===== config.mk =====
export PLATFORM = sky130hd
export DESIGN_NAME = pipe_reg_elastic_flat
export DESIGN_NICKNAME = d
export VERILOG_FILES = /design/src/rtl/pipe_reg_pkg.sv /design/src/rtl/pipe_reg_elastic_if.sv /design/src/rtl/pipe_skid_stage.sv /design/src/rtl/pipe_reg_elastic.sv /design/src/flat_wrapper.sv
export SDC_FILE = /design/constraint.sdc
export NUM_CORES = 1
export LEC_CHECK = 0
export BUFFER_PORTS_ARGS = -buffer_cell sky130_fd_sc_hd__buf_4
export CORE_MARGIN = 5
export CORE_UTILIZATION = 25
export CTS_CLUSTER_DIAMETER = 30
export DETAILED_ROUTE_END_ITERATION = 10
export HOLD_SLACK_MARGIN = 0.1
export MAX_ROUTING_LAYER = met4
export PLACE_DENSITY = 0.55
export SYNTH_ARGS = -nofsm -noshare
export SYNTH_HDL_FRONTEND = slang
export SYNTH_SLANG_ARGS = --single-unit

===== constraint.sdc =====
create_clock -name clk_i -period 5.79 [get_ports clk_i]
set_input_delay 1.158 -clock clk_i [delete_from_list [all_inputs] [get_ports clk_i]]
set_output_delay 1.158 -clock clk_i [all_outputs]
set_load 0.03 [all_outputs]

===== src/rtl/pipe_reg_pkg.sv =====
// Shared definitions for the elastic pipeline register chain: skid-stage state
// encoding and occupancy counter width.
package pipe_reg_pkg;

  typedef logic [1:0] stage_st_t;

  localparam stage_st_t ST_EMPTY = 2'b00;
  localparam stage_st_t ST_BUSY  = 2'b01;
  localparam stage_st_t ST_FULL  = 2'b10;

  // Width able to hold 0..2*depth stored items.
  function automatic int occ_width(input int depth);
    return $clog2(2 * depth + 1);
  endfunction

endpackage


===== src/rtl/pipe_reg_elastic_if.sv =====
// Valid/ready handshake bundle for the elastic register chain, including the
// synchronous flush. slave = the chain, master = the surrounding pipeline.
interface pipe_reg_elastic_if #(
  parameter int WIDTH = 32
);
  logic             flush_i;
  logic             in_valid_i;
  logic             in_ready_o;
  logic [WIDTH-1:0] in_data_i;
  logic             out_valid_o;
  logic             out_ready_i;
  logic [WIDTH-1:0] out_data_o;

  modport master (
    output flush_i, in_valid_i, in_data_i, out_ready_i,
    input  in_ready_o, out_valid_o, out_data_o
  );

  modport slave (
    input  flush_i, in_valid_i, in_data_i, out_ready_i,
    output in_ready_o, out_valid_o, out_data_o
  );
endinterface


===== src/rtl/pipe_skid_stage.sv =====
// One 2-entry skid stage (main reg M, skid reg S) with synchronous flush.
// All outputs come from registers. PIPE_REG_STATS_EN adds the occupancy output.
module pipe_skid_stage
  import pipe_reg_pkg::*;
#(
  parameter int WIDTH = 32
) (
  input  logic             clk_i,
  input  logic             rst_i,
  input  logic             flush_i,
`ifdef PIPE_REG_STATS_EN
  output logic [1:0]       occ_o,
`endif
  input  logic             in_valid_i,
  output logic             in_ready_o,
  input  logic [WIDTH-1:0] in_data_i,
  output logic             out_valid_o,
  input  logic             out_ready_i,
  output logic [WIDTH-1:0] out_data_o
);

  stage_st_t        st_q;
  logic [WIDTH-1:0] m_q;
  logic [WIDTH-1:0] s_q;
  logic             in_fire;
  logic             out_fire;

  assign in_ready_o  = (st_q != ST_FULL);
  assign out_valid_o = (st_q != ST_EMPTY);
  assign out_data_o  = m_q;
  assign in_fire     = in_valid_i & in_ready_o;
  assign out_fire    = out_valid_o & out_ready_i;

  // Flush only clears state; M/S keep stale data that is never exposed as valid.
  always_ff @(posedge clk_i or posedge rst_i) begin
    if (rst_i) begin
      st_q <= ST_EMPTY;
      m_q  <= '0;
      s_q  <= '0;
    end else if (flush_i) begin
      st_q <= ST_EMPTY;
    end else begin
      case (st_q)
        ST_EMPTY: begin
          if (in_fire) begin
            st_q <= ST_BUSY;
            m_q  <= in_data_i;
          end
        end
        ST_BUSY: begin
          case ({in_fire, out_fire})
            2'b10: begin
              st_q <= ST_FULL;
              s_q  <= in_data_i;
            end
            2'b01: st_q <= ST_EMPTY;
            2'b11: m_q  <= in_data_i;
            default: ;
          endcase
        end
        ST_FULL: begin
          if (out_fire) begin
            st_q <= ST_BUSY;
            m_q  <= s_q;
          end
        end
        default: st_q <= ST_EMPTY;
      endcase
    end
  end

`ifdef PIPE_REG_STATS_EN
  assign occ_o = (st_q == ST_FULL) ? 2'd2 : ((st_q == ST_BUSY) ? 2'd1 : 2'd0);
`endif

endmodule


===== src/rtl/pipe_reg_elastic.sv =====
// DEPTH chained skid stages between pipeline stages; stalls become backpressure.
// Defining PIPE_REG_STATS_EN adds occ_o and a saturating stall_cnt_o.
module pipe_reg_elastic
  import pipe_reg_pkg::*;
#(
  parameter int WIDTH = 32,
  parameter int DEPTH = 1
) (
  input  logic                        clk_i,
  input  logic                        rst_i,
`ifdef PIPE_REG_STATS_EN
  output logic [occ_width(DEPTH)-1:0] occ_o,
  output logic [31:0]                 stall_cnt_o,
`endif
  pipe_reg_elastic_if.slave           bus
);

  // Index k is the input of stage k; index DEPTH is the chain output.
  logic [DEPTH:0]            vld_pipe;
  logic [DEPTH:0]            rdy_pipe;
  logic [DEPTH:0][WIDTH-1:0] dat_pipe;

  assign vld_pipe[0]     = bus.in_valid_i;
  assign dat_pipe[0]     = bus.in_data_i;
  assign bus.in_ready_o  = rdy_pipe[0];
  assign rdy_pipe[DEPTH] = bus.out_ready_i;
  assign bus.out_valid_o = vld_pipe[DEPTH];
  assign bus.out_data_o  = dat_pipe[DEPTH];

`ifdef PIPE_REG_STATS_EN
  localparam int OCCW = occ_width(DEPTH);
  logic [DEPTH-1:0][1:0] st_occ;
  logic [31:0]           stall_cnt_q;
`endif

  for (genvar k = 0; k < DEPTH; k++) begin : g_stage
    pipe_skid_stage #(.WIDTH(WIDTH)) u_stage (
      .clk_i       (clk_i),
      .rst_i       (rst_i),
      .flush_i     (bus.flush_i),
`ifdef PIPE_REG_STATS_EN
      .occ_o       (st_occ[k]),
`endif
      .in_valid_i  (vld_pipe[k]),
      .in_ready_o  (rdy_pipe[k]),
      .in_data_i   (dat_pipe[k]),
      .out_valid_o (vld_pipe[k+1]),
      .out_ready_i (rdy_pipe[k+1]),
      .out_data_o  (dat_pipe[k+1])
    );
  end

`ifdef PIPE_REG_STATS_EN
  always_comb begin
    occ_o = '0;
    for (int k = 0; k < DEPTH; k++) occ_o = occ_o + OCCW'(st_occ[k]);
  end

  // Counts stalled output cycles; flush deliberately leaves the count intact.
  always_ff @(posedge clk_i or posedge rst_i) begin
    if (rst_i)
      stall_cnt_q <= '0;
    else if (vld_pipe[DEPTH] && !bus.out_ready_i && (stall_cnt_q != 32'hFFFF_FFFF))
      stall_cnt_q <= stall_cnt_q + 32'd1;
  end

  assign stall_cnt_o = stall_cnt_q;
`endif

endmodule

===== src/flat_wrapper.sv =====
// flat-port wrapper written by rule: the top's interface ports become plain ports
module pipe_reg_elastic_flat import pipe_reg_pkg::*;
#(
  parameter int WIDTH = 32,
  parameter int DEPTH = 1
)
  (clk_i, rst_i, bus_flush_i, bus_in_valid_i, bus_in_data_i, bus_out_ready_i, bus_in_ready_o, bus_out_valid_o, bus_out_data_o);
  pipe_reg_elastic_if #(.WIDTH(WIDTH)) bus_i ();
  input  logic clk_i;
  input  logic rst_i;
  input wire logic [$bits(bus_i.flush_i)-1:0] bus_flush_i;
  input wire logic [$bits(bus_i.in_valid_i)-1:0] bus_in_valid_i;
  input wire logic [$bits(bus_i.in_data_i)-1:0] bus_in_data_i;
  input wire logic [$bits(bus_i.out_ready_i)-1:0] bus_out_ready_i;
  output wire logic [$bits(bus_i.in_ready_o)-1:0] bus_in_ready_o;
  output wire logic [$bits(bus_i.out_valid_o)-1:0] bus_out_valid_o;
  output wire logic [$bits(bus_i.out_data_o)-1:0] bus_out_data_o;
  assign bus_i.flush_i = bus_flush_i;
  assign bus_i.in_valid_i = bus_in_valid_i;
  assign bus_i.in_data_i = bus_in_data_i;
  assign bus_i.out_ready_i = bus_out_ready_i;
  assign bus_in_ready_o = bus_i.in_ready_o;
  assign bus_out_valid_o = bus_i.out_valid_o;
  assign bus_out_data_o = bus_i.out_data_o;
  pipe_reg_elastic #(.WIDTH(WIDTH), .DEPTH(DEPTH)) u_core (.clk_i(clk_i), .rst_i(rst_i), .bus(bus_i));
endmodule

* Yosys cells after proc, flatten, opt, wreduce, memory -nomap -nowiden
Cells that the tools add are included.
** Storage, ports and cells
- Input bits :: 37
- Flip-flop bits (word level) :: 66
** Operators by class
- Equal/unequal tests :: 12
- Reductions and logical operators :: 6
- Mux-type cells :: 9
- Bitwise gates (word level) :: 3
** Operators by type and width (count)
- $mux W32 :: 3
- $pmux W32 S3 :: 1
- $eq A2 B2 Y1 const B :: 3
- $mux W2 :: 3
- $ne A2 B2 Y1 const B :: 3
- $ne A3 B3 Y1 const B :: 2
- $pmux W2 S3 :: 1
- $reduce_and A3 Y1 :: 2
- $reduce_and A5 Y1 :: 1
- $eq A2 B1 Y1 const B :: 2
- $ne A4 B3 Y1 const B :: 1
- $pmux W2 S2 :: 1
- $reduce_bool A3 Y1 :: 1
- $and A1 B1 Y1 :: 2
- $logic_not A2 Y1 :: 1
- $ne A2 B1 Y1 const B :: 1
- $reduce_bool A2 Y1 :: 1
- $not A1 Y1 :: 1

* Logic depth before layout (Yosys ltp)
Gate-level depths: netlist (run 1).
- Depth in word-level cells :: 6
- Gate-level depth with buffers :: 7
- Gate-level depth less buffers :: 5

* Least setup slack after synthesis (run 1)
OpenSTA, ideal clock, no wires.
- Path kind :: input-to-reg
- Start :: input port bus_in_valid_i
- End :: register u_core.g_stage[0].u_stage.s_q[22]
- Arrival :: 2.183 ns
- Cell stages on the path :: 4
- Slack :: 3.483 ns
- Path buffers :: 1
- Data required time :: 5.665 ns
- Path through :: nor2b_2 -> nor3b_4 -> buf_6 -> mux2_2
** Between the ends
- Word-level cells in the longest chain between the ends :: 3
** Ends and longest elaborated chain
- start, declared :: RTL line flat_wrapper.sv:12 : input wire logic [$bits(bus_i.in_valid_i)-1:0] bus_in_valid_i;
- $and A1 B1 Y1 :: RTL line pipe_skid_stage.sv:31 : assign in_fire = in_valid_i & in_ready_o;
- $eq A2 B2 Y1 :: RTL line pipe_skid_stage.sv:51 : case ({in_fire, out_fire})
- $reduce_and A3 Y1 (no line)
- end signal, assigned :: RTL line pipe_skid_stage.sv:54 : s_q <= in_data_i;
- end, declared :: RTL line pipe_skid_stage.sv:24 : logic [WIDTH-1:0] s_q;
No other way between the ends.
A chain may end at the register's enable or synchronous reset.

* Worst setup path in the final report (run 1)
- Start :: register u_core.g_stage[0].u_stage.st_q[0]
- End :: output port bus_in_ready_o
** Between the ends
- Word-level cells in the longest chain between the ends :: 1
** Ends and longest elaborated chain
- start, declared :: RTL line pipe_skid_stage.sv:22 : stage_st_t st_q;
- start signal, assigned :: RTL line pipe_skid_stage.sv:37 : st_q <= ST_EMPTY;
- start signal, assigned :: RTL line pipe_skid_stage.sv:41 : st_q <= ST_EMPTY;
- start signal, assigned :: RTL line pipe_skid_stage.sv:46 : st_q <= ST_BUSY;
- $ne A2 B2 Y1 :: RTL line pipe_skid_stage.sv:28 : assign in_ready_o = (st_q != ST_FULL);
- end, declared :: RTL line flat_wrapper.sv:15 : output wire logic [$bits(bus_i.in_ready_o)-1:0] bus_in_ready_o;
No other way between the ends.

==> metrics.md, run 1 <==
| Metric | Value |
|---|---|
| Run status | finished clean |
| DPL Wire Length | around 4200 um |
| Most frequent cell after synthesis | nand2_1 |
| DIE WIDTH | 120.8 um |
| Buffer depth of the longest clock path | 2 |
| Register area share after synthesis | a little over half |
| Fin. max-slew vios | 0 |
| DRT Pass-1 Iters | 4 |
| Fin crit period | approximately 3800 ps |
| CP required | 4630 ps |
| Async SR Flop Fraction | 100.0% |
| Per-cell routed wire length | 13.11 um |
| Max Cap Violations | 0 |
| Placer Congestion | around 0.7 |
| Post-synth top area share | approximately 54% |
| Die span in y | 120.8 um |
| Primary FF master, synth | dfrtp_1 |
| Leakage | 1.979 nW |
| Gr ovfl total | 0 |
| Syn_nets | 290 |
| Pint | between 0.001 and 0.0015 W |
| CTS resizes | 0 |
| Tot GR Track Use | 9.188% |
| Fmax | ~0.26 GHz |
| Synthesis-to-finish area growth | 29.65% |
| Critical path origin | u_core.g_stage[0].u_stage.st_q[0] |
| Root buffer cell | clkbuf_16 |
| Final cell count without fillers | roughly 480 |
| Period Utilization, post-route | between 60% and 70% |
| CTS tree | done |
| Yosys cell types | 22 |
| Worst r2r path cells | 5 |
| Number of global-route vias before repair | between 2000 and 2500 |
| Number of synthesized flops with an enable pin | 0 |
| Slew Limit Headroom | roughly a third |
| Total net switching power | 0.0004333 W |
| Main area contributors after synthesis | dfrtp_1, mux2_4, mux2_2 |
| Clk network pwr share | 33.0% |
| CORE AREA | between 10000 and 15000 um2 |
| Hold buffer count at cts | 0 |
| Sequential power share | a little over two fifths |
| Post-CTS setup buffer count | 0 |
| Switching Share | 28.89% |
| Final hold vios | 0 |
| Placed cells | between 400 and 500 |
| Crit path capture | bus_in_ready_o |
| Critical path arrival | roughly 2600 ps |
| P per Cell Area | approximately 380 nW/um2 |
| Endpoint type of the worst setup path | primary output |
| Final Net Count | 361 |
| RR Startpoint | u_core.g_stage[0].u_stage.st_q[0] |
| CP Max Fanout | 36 |
| Ant diodes | 0 |
| Largest net degree at the start of global routing | 67 |
| Post-synthesis cell count | roughly 250 |
| Post-synth top cells | nand2_1, dfrtp_1, mux2_2 |
| Clock slew at reported path FFs | roughly 50 ps |
| Reg-to-reg endpoint | u_core.g_stage[0].u_stage.out_data_o[20] |
| Logic gate share of total power | between 20% and 30% |
| Avg Inst Size Synth | about 12 um2 |
| IO Pins | 71 |
| Max VDD drop | about 0.15 mV |
| Cell taking the most area after synthesis | dfrtp_1 |
| Worst setup SP type | register |
| Routed vias | ~2000 |
| # fillers | between 1000 and 1500 |
| Iter 0 DRT Violations | 47 |
| Clock sinks | 66 |
| Worst reg2reg setup slack | 3190 ps |
| Skew final | between 3 and 4 ps |
| Mapped cell area | 3072 um2 |
| Setup TNS | 0 ps |
| Initial antenna violation count | 0 |
| RSZ-0062 raised after global routing | no |
| Yosys warns | 0 |
| CTS Buf Count | 9 |
| Port Buf Inserts | 70 |
| Vias per inst | roughly 4.2 |
| Tot Pwr | ~0.0015 W |
| WS Path Type | register to primary output |
| Yosys reg bits | 66 |
| Antenna Nets Post-Route | 0 |
| First-pass GRT wire length | roughly 10000 um |
| Initial core utilization | 25.57% |
| Total Wirelength | ~6200 um |
| DRC | 0 |
| Die footprint | ~15000 um2 |
| # setup viols final | 0 |
| Share of cells above drive strength 1 | roughly 48% |
| Number of H-tree branching levels | 3 |
| Later-pin clock latency in the skew report | 320 ps |
| Worst Tran Pin Value | between 1000 and 1500 ps |
| Std cell rows | 40 |
| Worst min path class | register to register |
## power by group through the flow
stage	registers (W)	logic (W)	clock network, W
floorplan	0.000719	0.000168	0
global placement	0.000635	0.000375	0
finish	0.000630	0.000375	0.000495
detailed placement	0.000639	0.000381	0
CTS	0.000632	0.000381	0.000512
global route	0.000646	0.000401	0.000531
## placed cells by master (no fill, tap or decap)
cell type / count
clkbuf_1: 1
or2_2: 1
inv_2: 1
mux2_1: 2
clkbuf_16: 9
a2bb2oi_1: 1
nor2_4: 1
mux2_4: 30
clkbuf_8: 1
buf_4: 73
mux2_2: 32
nor2b_4: 1
nand2b_4: 1
clkinv_2: 3
nor2b_2: 1
a22oi_4: 1
dfrtp_1: 66
clkinvlp_4: 2
nor2_1: 1
nor3_1: 1
xor2_1: 1
nand2_1: 96
nor3b_4: 1
a21oi_1: 1
inv_1: 1
## final cells by class
type / instances / area [um2] / area share, %
clock buffers: 11 / 242.7 / 6.095
multi-input cells: 172 / 1319 / 33.11
inverters: 2 / 7.507 / 0.1885
well taps: 147 / 183.9 / 4.618
flip-flops and latches: 66 / 1652 / 41.47
repair buffers: 73 / 548.0 / 13.76
clock inverters: 5 / 30.03 / 0.7540
## worst min-delay path by stage
stage                                                 start                                 to  slack, ps  cells after the start
final                     u_core.g_stage[0].u_stage.s_q[31]  u_core.g_stage[0].u_stage.s_q[31]        490                      1
after global routing      u_core.g_stage[0].u_stage.s_q[30]  u_core.g_stage[0].u_stage.s_q[30]        520                      1
after CTS                 u_core.g_stage[0].u_stage.s_q[31]  u_core.g_stage[0].u_stage.s_q[31]        500                      1
after detailed placement  u_core.g_stage[0].u_stage.s_q[31]  u_core.g_stage[0].u_stage.s_q[31]        490                      1
after global placement    u_core.g_stage[0].u_stage.s_q[30]  u_core.g_stage[0].u_stage.s_q[30]        470                      1
after floorplan           u_core.g_stage[0].u_stage.s_q[30]  u_core.g_stage[0].u_stage.s_q[30]        460                      1
## through the flow
stage	util, %	setup slack, ps	hold slack (ps)	instance area (um2)
after floorplan	-	2977	458.0	3072
after global placement	30.89	2348	468.1	3710
after detailed placement	30.89	2280	486.5	3710
after CTS	33.16	1934	499.8	3983
after global routing	33.16	1756	516.9	3983
final	33.16	1999	490.9	3983
## logic make-up after synthesis
group | Yosys count | share of synthesized area [%]
compound gates | 3 | 1.140
xor+xnor | 1 | 0.2852
buf+inv | 15 | 3.544
flops | 66 | 53.77
mux | 64 | 27.13
simple gates | 104 | 14.13
## worst max-delay path, stage by stage, from the launching register on
cell and delay [ps]:
dfrtp_1 450, nor2b_4 710, inv_1 730, buf_4 390
## state kept, by name, summed over array words and instances, names as in the netlist
register,count
u_core.g_stage.u_stage.out_data_o,32
u_core.g_stage.u_stage.s_q,32
u_core.g_stage.u_stage.st_q,2
## per-layer routing
layer,vias up,part of all wire (%),GRT usage [%]
met4,0,1.3,3.187
met2,50,47,13.86
met1,955,46,11.58
li1,971,-,-
met5,-,0,-
met3,10,5.7,3.040
Power figures use the tool's default switching activity.
==> inputs of run 2 (changes only) <==
ABC_AREA = 1   (was not set)
PLACE_DENSITY = 0.57   (was 0.55)
clock period = 3.1 ns   (was 5.79 ns; I/O delays follow)
==> run 2 against run 1 <==
Clock power up 140%. Critical endpoint is now u_core.g_stage[0].u_stage.s_q[22]. Largest cell class unchanged. Synthesized cell count up 46%. Final cell count up 28%. Power rose to 2.7 times the previous value. Combinational power rose to 3.8 times the previous value. Worst hold slack worse by 71 ps. Global-route usage up 0.77 points. Critical path depth up 3. Clock skew down 0.61 ps. Highest routed layer unchanged.
==> metrics.md, run 2 <==
| Metric | Value |
|---|---|
| Yosys cell types | 21 |
| CP Max Fanout | 65 |
| CP required | roughly 3300 ps |
| Crit-path cells | nand2_2, nand2_2, nor2_2, nand2_4, nor2_1, a21oi_2 |
| Buffer depth of the longest clock path | 2 |
| Post-CTS setup buffer count | 0 |
| Share of cells above drive strength 1 | around 29% |
| Iter 0 DRT Violations | approximately 150 |
| WL met1 | roughly 2900 um |
| Initial core utilization | 25.70% |
| Fmax | roughly 0.47 GHz |
| Primary FF master, synth | dfrtp_1 |
| Main area contributors after synthesis | dfrtp_1, o21ai_0, nand2_1 |
| Slew Limit Headroom | 44.71% |
| Placer Congestion | 0.7082 |
| Simple-Gate Fraction of Synth Area | around 14% |
| DRT Pass-1 Iters | 4 |
| Yosys reg bits | 66 |
| DRC | 0 |
| Adder-cell share of the synthesized area | 0% |
| Yosys warns | 0 |
| P per Cell Area | 977.8 nW/um2 |
| Root buffer cell | clkbuf_16 |
| Cell taking the most area after synthesis | dfrtp_1 |
| Main combinational cell family by area after synthesis | compound AO/OA/AOI/OAI gates |
| Final Net Count | 472 |
| Later-pin clock latency in the skew report | around 330 ps |
| Largest net degree at the start of global routing | 66 |
| Gr ovfl total | 0 |
| Std cell rows | 40 |
| Avg Inst Size Synth | between 8 and 9 um2 |
| Period Utilization, post-route | between 60% and 70% |
| Number of global-route vias before repair | roughly 2400 |
| Number of H-tree branching levels | 3 |
| CTS resizes | 0 |
| Post-synth top cells | nand2_1, inv_1, dfrtp_1 |
| Initial antenna violation count | 0 |
| Synthesis-to-finish area growth | 32.40% |
| Port Buf Inserts | 70 |
| Mapped cell area | ~3100 um2 |
| Met2 routed WL | 3026 um |
| Total Wirelength | 6486 um |
| CTS Buf Count | 9 |
| DIE WIDTH | approximately 120 um |
| DP Area | around 3800 um2 |
| RSZ-0062 raised after global routing | no |
| Crit path max-delay family | simple AND/OR/NAND/NOR gates |
| Post-synthesis cell count | between 300 and 400 |
| Top Metal Used | met4 |
| Final hold vios | 0 |
| Vias per inst | 3.995 |
| First-pass GRT wire length | ~11000 um |
| Ant diodes | 0 |
| Number of synthesized flops with an enable pin | 0 |
| CP max stage cell | dfrtp_1 |
| Hold buffer count at cts | 0 |
| Finished Cell Area | 4121 um2 |
| Worst Tran Pin Value | 829.3 ps |
| Critical path arrival | 2320 ps |
| CP Buf/Inv Count | 0 |
| Clock slew at reported path FFs | ~50 ps |
| Setup TNS | 0 ps |
| Die span in y | roughly 120 um |
| Run status | finished clean |
| Die footprint | approximately 15000 um2 |
| Max VDD drop | around 0.4 mV |
| CP max stage delay | about 440 ps |
| Per-cell routed wire length | ~11 um |
| Most frequent cell after synthesis | nand2_1 |
| Routed vias | ~2400 |
| Leakage | 2.123 nW |
| Tot GR Track Use | between 9 and 10% |
| Syn_nets | 407 |
| CP most frequent cell | nand2_2 |
| Register area share after synthesis | roughly 53% |
| Worst min path class | primary input to async pin |
| CTS tree | done |
| Antenna Nets Post-Route | 0 |
| Max Cap Violations | 0 |
| Post-synth top area share | 53.05% |
| Post-synthesis compound-gate area fraction | 20.18% |
| Met3 wire len | around 430 um |
| Worst setup SP type | register |
| Skew final | 3.269 ps |
| Fin crit period | approximately 2100 ps |
| # fillers | ~1300 |
| Endpoint type of the worst setup path | register |
| Commonest non-fill, non-tap cells in the layout | nand2_1, buf_4, inv_1 |
| DPL Wire Length | ~4500 um |
| # setup viols final | 0 |
| Fin. max-slew vios | 0 |
| WS Path Type | register to register |
| CORE AREA | 12110 um2 |
| Async SR Flop Fraction | between 90% and 100% |
| Post-synthesis mux area share | 0% |
| Clock sinks | 66 |
| Xor/xnor share of the synthesized area | 0% |
| IO Pins | 71 |
[run 2: cell types whose count changed after synthesis, moves of 3 or more]
cell	before	now
nand2_1	96	74
o21ai_0	0	61
mux2_2	32	0
buf_2	3	11
o21ai_1	0	3
nor2_1	1	34
inv_1	2	69
a21oi_2	0	29
mux2_4	30	0
[run 2: through the flow]
step           hold slack, ps  utilization (%)  power (W)  std cells  setup slack [ps]
6_report                419.8            34.03   0.004030        608             970.2
5_1_grt                 477.7            34.03   0.004317        608             698.9
4_1_cts                 436.3            34.03   0.004105        608             926.9
3_5_place_dp            485.6            31.12   0.002877        592             848.2
3_3_place_gp            473.3            31.12   0.002844        592             909.4
2_1_floorplan           459.4                -   0.002401        370             825.2
[run 2: final cells by class]
| type | instances | area, um2 | area share [%] |
|---|---|---|---|
| clock buffer | 11 | 252.7 | 6.132 |
| clock inverter | 5 | 100.1 | 2.429 |
| inverter | 70 | 262.8 | 6.375 |
| multi-input combinational | 214 | 1076 | 26.11 |
| sequential | 66 | 1652 | 40.07 |
| tap | 168 | 210.2 | 5.100 |
| timing repair buffer | 74 | 568.0 | 13.78 |
[run 2: worst paths after layout]
path / slack [ps] / startpoint / to / depth (start not counted)
max: 970 / u_core.g_stage[0].u_stage.st_q[1] / u_core.g_stage[0].u_stage.s_q[22] / 6
min: 420 / rst_i / u_core.g_stage[0].u_stage.s_q[15] / 2
max reg2reg: 970 / u_core.g_stage[0].u_stage.st_q[1] / u_core.g_stage[0].u_stage.s_q[22] / 6
min reg2reg: 500 / u_core.g_stage[0].u_stage.s_q[0] / u_core.g_stage[0].u_stage.s_q[0] / 2
max in group asynchronous: 2040 / rst_i / u_core.g_stage[0].u_stage.s_q[24] / 3
min in group clk_i: 490 / bus_flush_i / u_core.g_stage[0].u_stage.st_q[1] / 2
[run 2: where the power goes]
| part | switching (W) | internal [W] | total [W] |
|---|---|---|---|
| Sequential | 0.000160 | 0.00126 | 0.00142 |
| Clock | 0.000366 | 0.000826 | 0.00119 |
| Combinational | 0.000891 | 0.000529 | 0.00142 |
[run 2: cells by family (layout without fill, tap and decap cells)]
logic type	after synthesis	after routing
AND/OR/NAND/NOR	114	114
buffers and inverters	90	160
flip-flops	66	66
AO/OA/AOI/OAI	100	100
[run 2: metal layers]
layer | vias up | global-route usage, %
met5 | - | -
met1 | 1103 | 11.86
li1 | 1266 | -
met4 | 0 | 3.571
met3 | 9 | 4.735
met2 | 51 | 14.72
[run 2: worst register-to-register path, stage by stage, from the launching register on]
cell	delay, ps
dfrtp_1	440
nand2_2	420
nand2_2	120
nor2_2	190
nand2_4	440
nor2_1	330
a21oi_2	40
